==> config.mk <==
export PLATFORM = sky130hd
export DESIGN_NAME = mem_access_ctrl
export DESIGN_NICKNAME = d
export VERILOG_FILES = /design/src/rtl/mem_access_ctrl.sv
export SDC_FILE = /design/constraint.sdc
export NUM_CORES = 1
export LEC_CHECK = 0
export BUFFER_PORTS_ARGS = -buffer_cell sky130_fd_sc_hd__buf_2
export CAP_MARGIN = 30
export CELL_PAD_IN_SITES_DETAIL_PLACEMENT = 1
export CELL_PAD_IN_SITES_GLOBAL_PLACEMENT = 1
export CORE_ASPECT_RATIO = 2
export CORE_UTILIZATION = 43
export DETAILED_ROUTE_END_ITERATION = 8
export GPL_TIMING_DRIVEN = 0
export PLACE_DENSITY_LB_ADDON = 0.1
export SLEW_MARGIN = 10
export SYNTH_ARGS = -nofsm -noshare
export SYNTH_HDL_FRONTEND = slang
export SYNTH_SLANG_ARGS = --single-unit
export TNS_END_PERCENT = 5
==> constraint.sdc <==
create_clock -name clk -period 6.6 [get_ports clk]
set_input_delay 0.66 -clock clk [delete_from_list [all_inputs] [get_ports clk]]
set_output_delay 0.66 -clock clk [all_outputs]
set_load 0.01 [all_outputs]
==> src/rtl/mem_access_ctrl.sv <==
// Memory access controller: turns one byte/half/word load or store request
// into one or two word-aligned memory transactions (two when the access
// straddles a word boundary) and returns the extended load result.
//
// state | meaning
// IDLE  | waiting for start, memory interface quiet
// ACC1  | first (or only) word transaction on the bus
// ACC2  | second word of a boundary-straddling access
// DONE  | one-cycle completion pulse, rdata updated for loads
module mem_access_ctrl #(
    parameter int ADDR_WIDTH = 32
) (
    input  logic                  clk,
    input  logic                  reset,
    input  logic                  start,
    input  logic                  is_store,
    input  logic [2:0]            LoadType,
    input  logic [1:0]            StoreType,
    input  logic [ADDR_WIDTH-1:0] addr,
    input  logic [31:0]           wdata,
    input  logic [31:0]           mem_rdata,
    input  logic                  mem_ready,
    output logic                  mem_req,
    output logic                  mem_we,
    output logic [ADDR_WIDTH-1:0] mem_addr,
    output logic [3:0]            mem_be,
    output logic [31:0]           mem_wdata,
    output logic                  busy,
    output logic                  done,
    output logic [31:0]           rdata
);

    typedef enum logic [1:0] {IDLE, ACC1, ACC2, DONE} state_t;

    state_t                state_q;
    logic                  is_store_q;
    logic [2:0]            load_type_q;
    logic [1:0]            off_q;
    logic                  split_q;
    logic [3:0]            be2_q;
    logic [31:0]           wdata_q;
    logic [31:0]           lo_q;
    logic                  mem_req_q;
    logic                  mem_we_q;
    logic [ADDR_WIDTH-1:0] mem_addr_q;
    logic [3:0]            mem_be_q;
    logic [31:0]           mem_wdata_q;
    logic                  busy_q;
    logic                  done_q;
    logic [31:0]           rdata_q;

    logic [2:0]  size_d;
    logic [7:0]  lane_mask_d;
    logic [5:0]  sh_hi_d;
    logic [31:0] first_word_d;
    logic [31:0] load_raw_d;
    logic [31:0] load_ext_d;

    // Undefined type codes fall back to a full word.
    function automatic logic [2:0] access_size(input logic st, input logic [2:0] lt,
                                               input logic [1:0] stt);
        logic [2:0] n;
        n = 3'd4;
        if (st) begin
            case (stt)
                2'b01:   n = 3'd1;
                2'b10:   n = 3'd2;
                default: n = 3'd4;
            endcase
        end else begin
            case (lt)
                3'b010, 3'b001: n = 3'd1;
                3'b101, 3'b100: n = 3'd2;
                default:        n = 3'd4;
            endcase
        end
        return n;
    endfunction

    function automatic logic [31:0] extend(input logic [2:0] lt, input logic [31:0] raw);
        logic [31:0] r;
        case (lt)
            3'b010:  r = {{24{raw[7]}}, raw[7:0]};
            3'b001:  r = {24'd0, raw[7:0]};
            3'b101:  r = {{16{raw[15]}}, raw[15:0]};
            3'b100:  r = {16'd0, raw[15:0]};
            default: r = raw;
        endcase
        return r;
    endfunction

    // Lane mask spans 8 lanes: low nibble is the first word, high nibble the second.
    always_comb begin
        size_d       = access_size(is_store, LoadType, StoreType);
        lane_mask_d  = ((8'd1 << size_d) - 8'd1) << addr[1:0];
        sh_hi_d      = 6'd32 - {1'b0, off_q, 3'b000};
        first_word_d = mem_rdata >> {off_q, 3'b000};
        load_raw_d   = (state_q == ACC2) ? (lo_q | (mem_rdata << sh_hi_d)) : first_word_d;
        load_ext_d   = extend(load_type_q, load_raw_d);
    end

    // Sequencer with all interface outputs registered.
    always_ff @(posedge clk) begin
        if (reset) begin
            state_q     <= IDLE;
            is_store_q  <= 1'b0;
            load_type_q <= 3'd0;
            off_q       <= 2'd0;
            split_q     <= 1'b0;
            be2_q       <= 4'd0;
            wdata_q     <= 32'd0;
            lo_q        <= 32'd0;
            mem_req_q   <= 1'b0;
            mem_we_q    <= 1'b0;
            mem_addr_q  <= '0;
            mem_be_q    <= 4'd0;
            mem_wdata_q <= 32'd0;
            busy_q      <= 1'b0;
            done_q      <= 1'b0;
            rdata_q     <= 32'd0;
        end else begin
            case (state_q)
                IDLE: begin
                    done_q <= 1'b0;
                    if (start) begin
                        is_store_q  <= is_store;
                        load_type_q <= LoadType;
                        off_q       <= addr[1:0];
                        split_q     <= |lane_mask_d[7:4];
                        be2_q       <= lane_mask_d[7:4];
                        wdata_q     <= wdata;
                        mem_req_q   <= 1'b1;
                        mem_we_q    <= is_store;
                        mem_addr_q  <= {addr[ADDR_WIDTH-1:2], 2'b00};
                        mem_be_q    <= lane_mask_d[3:0];
                        mem_wdata_q <= wdata << {addr[1:0], 3'b000};
                        busy_q      <= 1'b1;
                        state_q     <= ACC1;
                    end
                end
                ACC1: begin
                    if (mem_ready) begin
                        if (split_q) begin
                            lo_q        <= first_word_d;
                            mem_addr_q  <= mem_addr_q + ADDR_WIDTH'(4);
                            mem_be_q    <= be2_q;
                            mem_wdata_q <= wdata_q >> sh_hi_d;
                            state_q     <= ACC2;
                        end else begin
                            mem_req_q <= 1'b0;
                            mem_we_q  <= 1'b0;
                            mem_be_q  <= 4'd0;
                            done_q    <= 1'b1;
                            if (!is_store_q) rdata_q <= load_ext_d;
                            state_q   <= DONE;
                        end
                    end
                end
                ACC2: begin
                    if (mem_ready) begin
                        mem_req_q <= 1'b0;
                        mem_we_q  <= 1'b0;
                        mem_be_q  <= 4'd0;
                        done_q    <= 1'b1;
                        if (!is_store_q) rdata_q <= load_ext_d;
                        state_q   <= DONE;
                    end
                end
                DONE: begin
                    done_q  <= 1'b0;
                    busy_q  <= 1'b0;
                    state_q <= IDLE;
                end
                default: begin
                    mem_req_q <= 1'b0;
                    mem_we_q  <= 1'b0;
                    mem_be_q  <= 4'd0;
                    done_q    <= 1'b0;
                    busy_q    <= 1'b0;
                    state_q   <= IDLE;
                end
            endcase
        end
    end

    assign mem_req   = mem_req_q;
    assign mem_we    = mem_we_q;
    assign mem_addr  = mem_addr_q;
    assign mem_be    = mem_be_q;
    assign mem_wdata = mem_wdata_q;
    assign busy      = busy_q;
    assign done      = done_q;
    assign rdata     = rdata_q;

endmodule

==> results.ini <==
[run_status]
outcome = finished clean

[floorplanning]
die_h_um = 217
design.core.area_um2 = 22600
rows = 78
dieArea_um2 = 23700
initial_core_util = 0.439
ios = 210
fp.dieW_um = 109

[synthesis]
synth.avg_cell_area_um2 = 7.64
synth_flop_cell = dfxtp_1
synth_seq_cells = 179
synth_edf_count = 0
syn-cell-area_um2 = 9930
async_flop_share = 0
synth_warnings = 0
synth_cell_type_count = 70
yosysSeqAreaShare = 0.361
syn_inst = 1301

[flow_run]
max-cap-violations = 0

[clock_tree]
clk_latency_ns = 0.47
root_buffer = clkbuf_16
cts_resized = 0
ctsLongestPathBuffers = 2
cts.clk_slew.worst_paths_ns = 0.07
htree_num_levels = 4
cts_buffers = 17
ctsHoldBuffers = 0
cts_tree = yes
postCtsSetupBuffers = 0
clock-sinks = 179

[power]
ir_drop_uv = 303
netSwitchingPower_uw = 2990
p_sw_frac = 0.496
p_int_uw = 3040
p_seq_frac = 0.283
pwr-share-clk = 0.179
power_density_nw_per_um2 = 505
p_leak_uw = 0.00465
share_comb_of_total_power = 0.539

[routing]
drtIter0Drc = 648
wl_per_cell_um = 26.2
ant_nets = 0
drt_first_pass_iters = 6
via_count = 11400
drc_errors = 0
vias_per_cell = 6.23
finalWirelength_mm = 47.8

[placement]
place.gp.congestion = 1.03
portBuffers = 205
place_inst = 1788
post-dp-hpwl_mm = 36.7

[layout]
n_fill_cell = 3014
num-nets-final = 1644
final_layout_size_suffix_gt1_frac = 0.181
fin_cells = 1823
syn_to_final_growth_pct = 20.4
final_common_cell = buf_2
fin_util = 0.528
multi_input_area_um2 = 5860
regArea_um2 = 3580
layout_common_cells = buf_2 (222), nand2_1 (184), dfxtp_1 (179)

[grt]
grt-ovfl-total = 0
grt_pass1_wl_mm = 70.1
track_usage = 0.412
first_global_vias = 11900
antenna_found_initial = 3
grt_start_max_net_pins = 17

[sta]
slew_headroom = 0.319
finalSetupTns_ns = 0
finClkSkew_ns = 0.0106
fin_crit_ns = 3.69
worst_slew_pin_slew_ns = 1.02
period_share = 0.560
fmax_mhz = 271
finalSetupViolCount = 0
drv_slew = 0
hold_viol = 0
rsz0062_at_grt = false

[critical_path]
worstReg2RegStart = off_q[0]
r2r_cells = 9
arrival_ns = 4.00
crit_fanout = 10
required_ns = 6.91
end_kind = register
start_kind = register
r2r_end = mem_wdata[10]
path_cells = buf_2, clkinv_1, ha_1, nor2_1, nand2_1, clkbuf_1, o22ai_1, a211oi_1, nor3_1
rrSetupSlack_ns = 2.91
path_class = register to register
cpPeakStageDelay_ns = 0.85
cpMaxStageDelayCell = a211oi_1

[worst_hold_path]
whs_endpoint = lo_q[13]
worst_hold_path_type = register to register
hold_depth = 2
worstHoldStart = lo_q[13]

==> final cells by class <==
class | instances | area share
Clock inverter | 10 | 0.0104
Timing Repair Buffer | 208 | 0.0880
Inverter | 16 | 0.00502
Multi-Input combinational cell | 1001 | 0.490
Tap cell | 280 | 0.0293
Buffer | 106 | 0.0377
Antenna cell | 2 | 0.000419
Clock buffer | 21 | 0.0394
Sequential cell | 179 | 0.300
==> per-stage QoR <==
step	cell area (um^2)	hold slack (ns)	setup WS (ns)	total power, uW
CTS	11900	0.442	2.95	5970
finish	12000	0.453	2.91	6040
global route	12000	0.463	2.81	6330
detailed placement	11300	0.446	2.96	4890
global placement	11300	0.437	2.62	4780
floorplan	9940	0.432	3.94	3540
==> worst max path at each step <==
stage	start	end	slack (ns)	depth (start not counted)
after floorplan	StoreType[0]	split_q	3.94	12
after global placement	off_q[0]	mem_wdata[7]	2.62	9
after detailed placement	off_q[0]	mem_wdata[4]	2.96	9
after CTS	off_q[0]	mem_wdata[4]	2.95	9
after global routing	off_q[0]	mem_wdata[5]	2.81	9
final	off_q[0]	mem_wdata[10]	2.91	9
==> cells by family after synthesis <==
| group | after synthesis | synth area share |
|---|---|---|
| xor+xnor | 5 | 0.00441 |
| fa+ha+maj | 9 | 0.0113 |
| compound gates | 377 | 0.241 |
| flops | 179 | 0.361 |
| mux | 111 | 0.113 |
| other cells | 1 | 0.000378 |
| buf+inv | 122 | 0.0514 |
| simple gates | 497 | 0.217 |
==> cells in the mapped netlist, types with 3 or more instances <==
| library cell | count | share of area |
|---|---|---|
| o22ai_1 | 23 | 0.014 |
| nand4_1 | 3 | 0.0019 |
| xor2_1 | 3 | 0.0026 |
| a2111oi_0 | 9 | 0.0079 |
| buf_2 | 17 | 0.0086 |
| o21ai_0 | 63 | 0.032 |
| a31oi_1 | 5 | 0.0031 |
| buf_6 | 3 | 0.0034 |
| o21bai_1 | 3 | 0.0023 |
| o211ai_1 | 8 | 0.0060 |
| nand3_1 | 39 | 0.020 |
| nor2_1 | 170 | 0.064 |
| a32oi_1 | 9 | 0.0079 |
| or3_1 | 12 | 0.0076 |
| nand2b_1 | 7 | 0.0044 |
| o21a_1 | 3 | 0.0023 |
| dfxtp_1 | 179 | 0.36 |
| a21o_1 | 4 | 0.0030 |
| nor2b_1 | 7 | 0.0044 |
| inv_1 | 12 | 0.0045 |
| nor3_1 | 49 | 0.025 |
| ha_1 | 9 | 0.011 |
| mux2i_1 | 108 | 0.11 |
| clkbuf_1 | 75 | 0.028 |
| and3_1 | 3 | 0.0019 |
| nand2_1 | 184 | 0.070 |
| o31ai_1 | 10 | 0.0076 |
| a211oi_1 | 71 | 0.054 |
| a21oi_1 | 132 | 0.067 |
| o311ai_0 | 7 | 0.0062 |
| nor4_1 | 4 | 0.0025 |
| a22oi_1 | 3 | 0.0023 |
| buf_1 | 8 | 0.0030 |
| and2_1 | 3 | 0.0019 |
| o221ai_1 | 8 | 0.0071 |
==> metal layers <==
metal  vias to the layer above  global-route usage  part of all wire
met4                         2               0.413              0.11
met1                      5529               0.364              0.32
met5                         -                   0           0.00029
met2                       459               0.719              0.51
met3                       227               0.103             0.055
li1                       5139                   -                 -
==> worst max-delay path: cells and delay by family (launching register included) <==
kind	cells	cell delay [ns]
flops	1	0.31
compound gates	2	1.01
buf+inv	3	1.11
fa+ha+maj	1	0.53
simple gates	3	0.58
==> power by group through the flow <==
stage          Combinational [uW]  Clock, uW  Sequential (uW)
2_1_floorplan                1760          0             1780
3_3_place_gp                 3080          0             1710
3_5_place_dp                 3170          0             1720
4_1_cts                      3190       1080             1700
5_1_grt                      3470       1120             1740
6_report                     3250       1080             1710
==> state kept, by name, summed over array words and instances, names as in the netlist <==
name and cells:
state_q 2, off_q 2, lo_q 32, rdata 32, is_store_q 1, done 1, mem_req 1, mem_be 4
wdata_q 32, split_q 1, busy 1, mem_we 1, mem_wdata 32, be2_q 4, mem_addr 30, load_type_q 3
(Power assumes the default switching activity.)
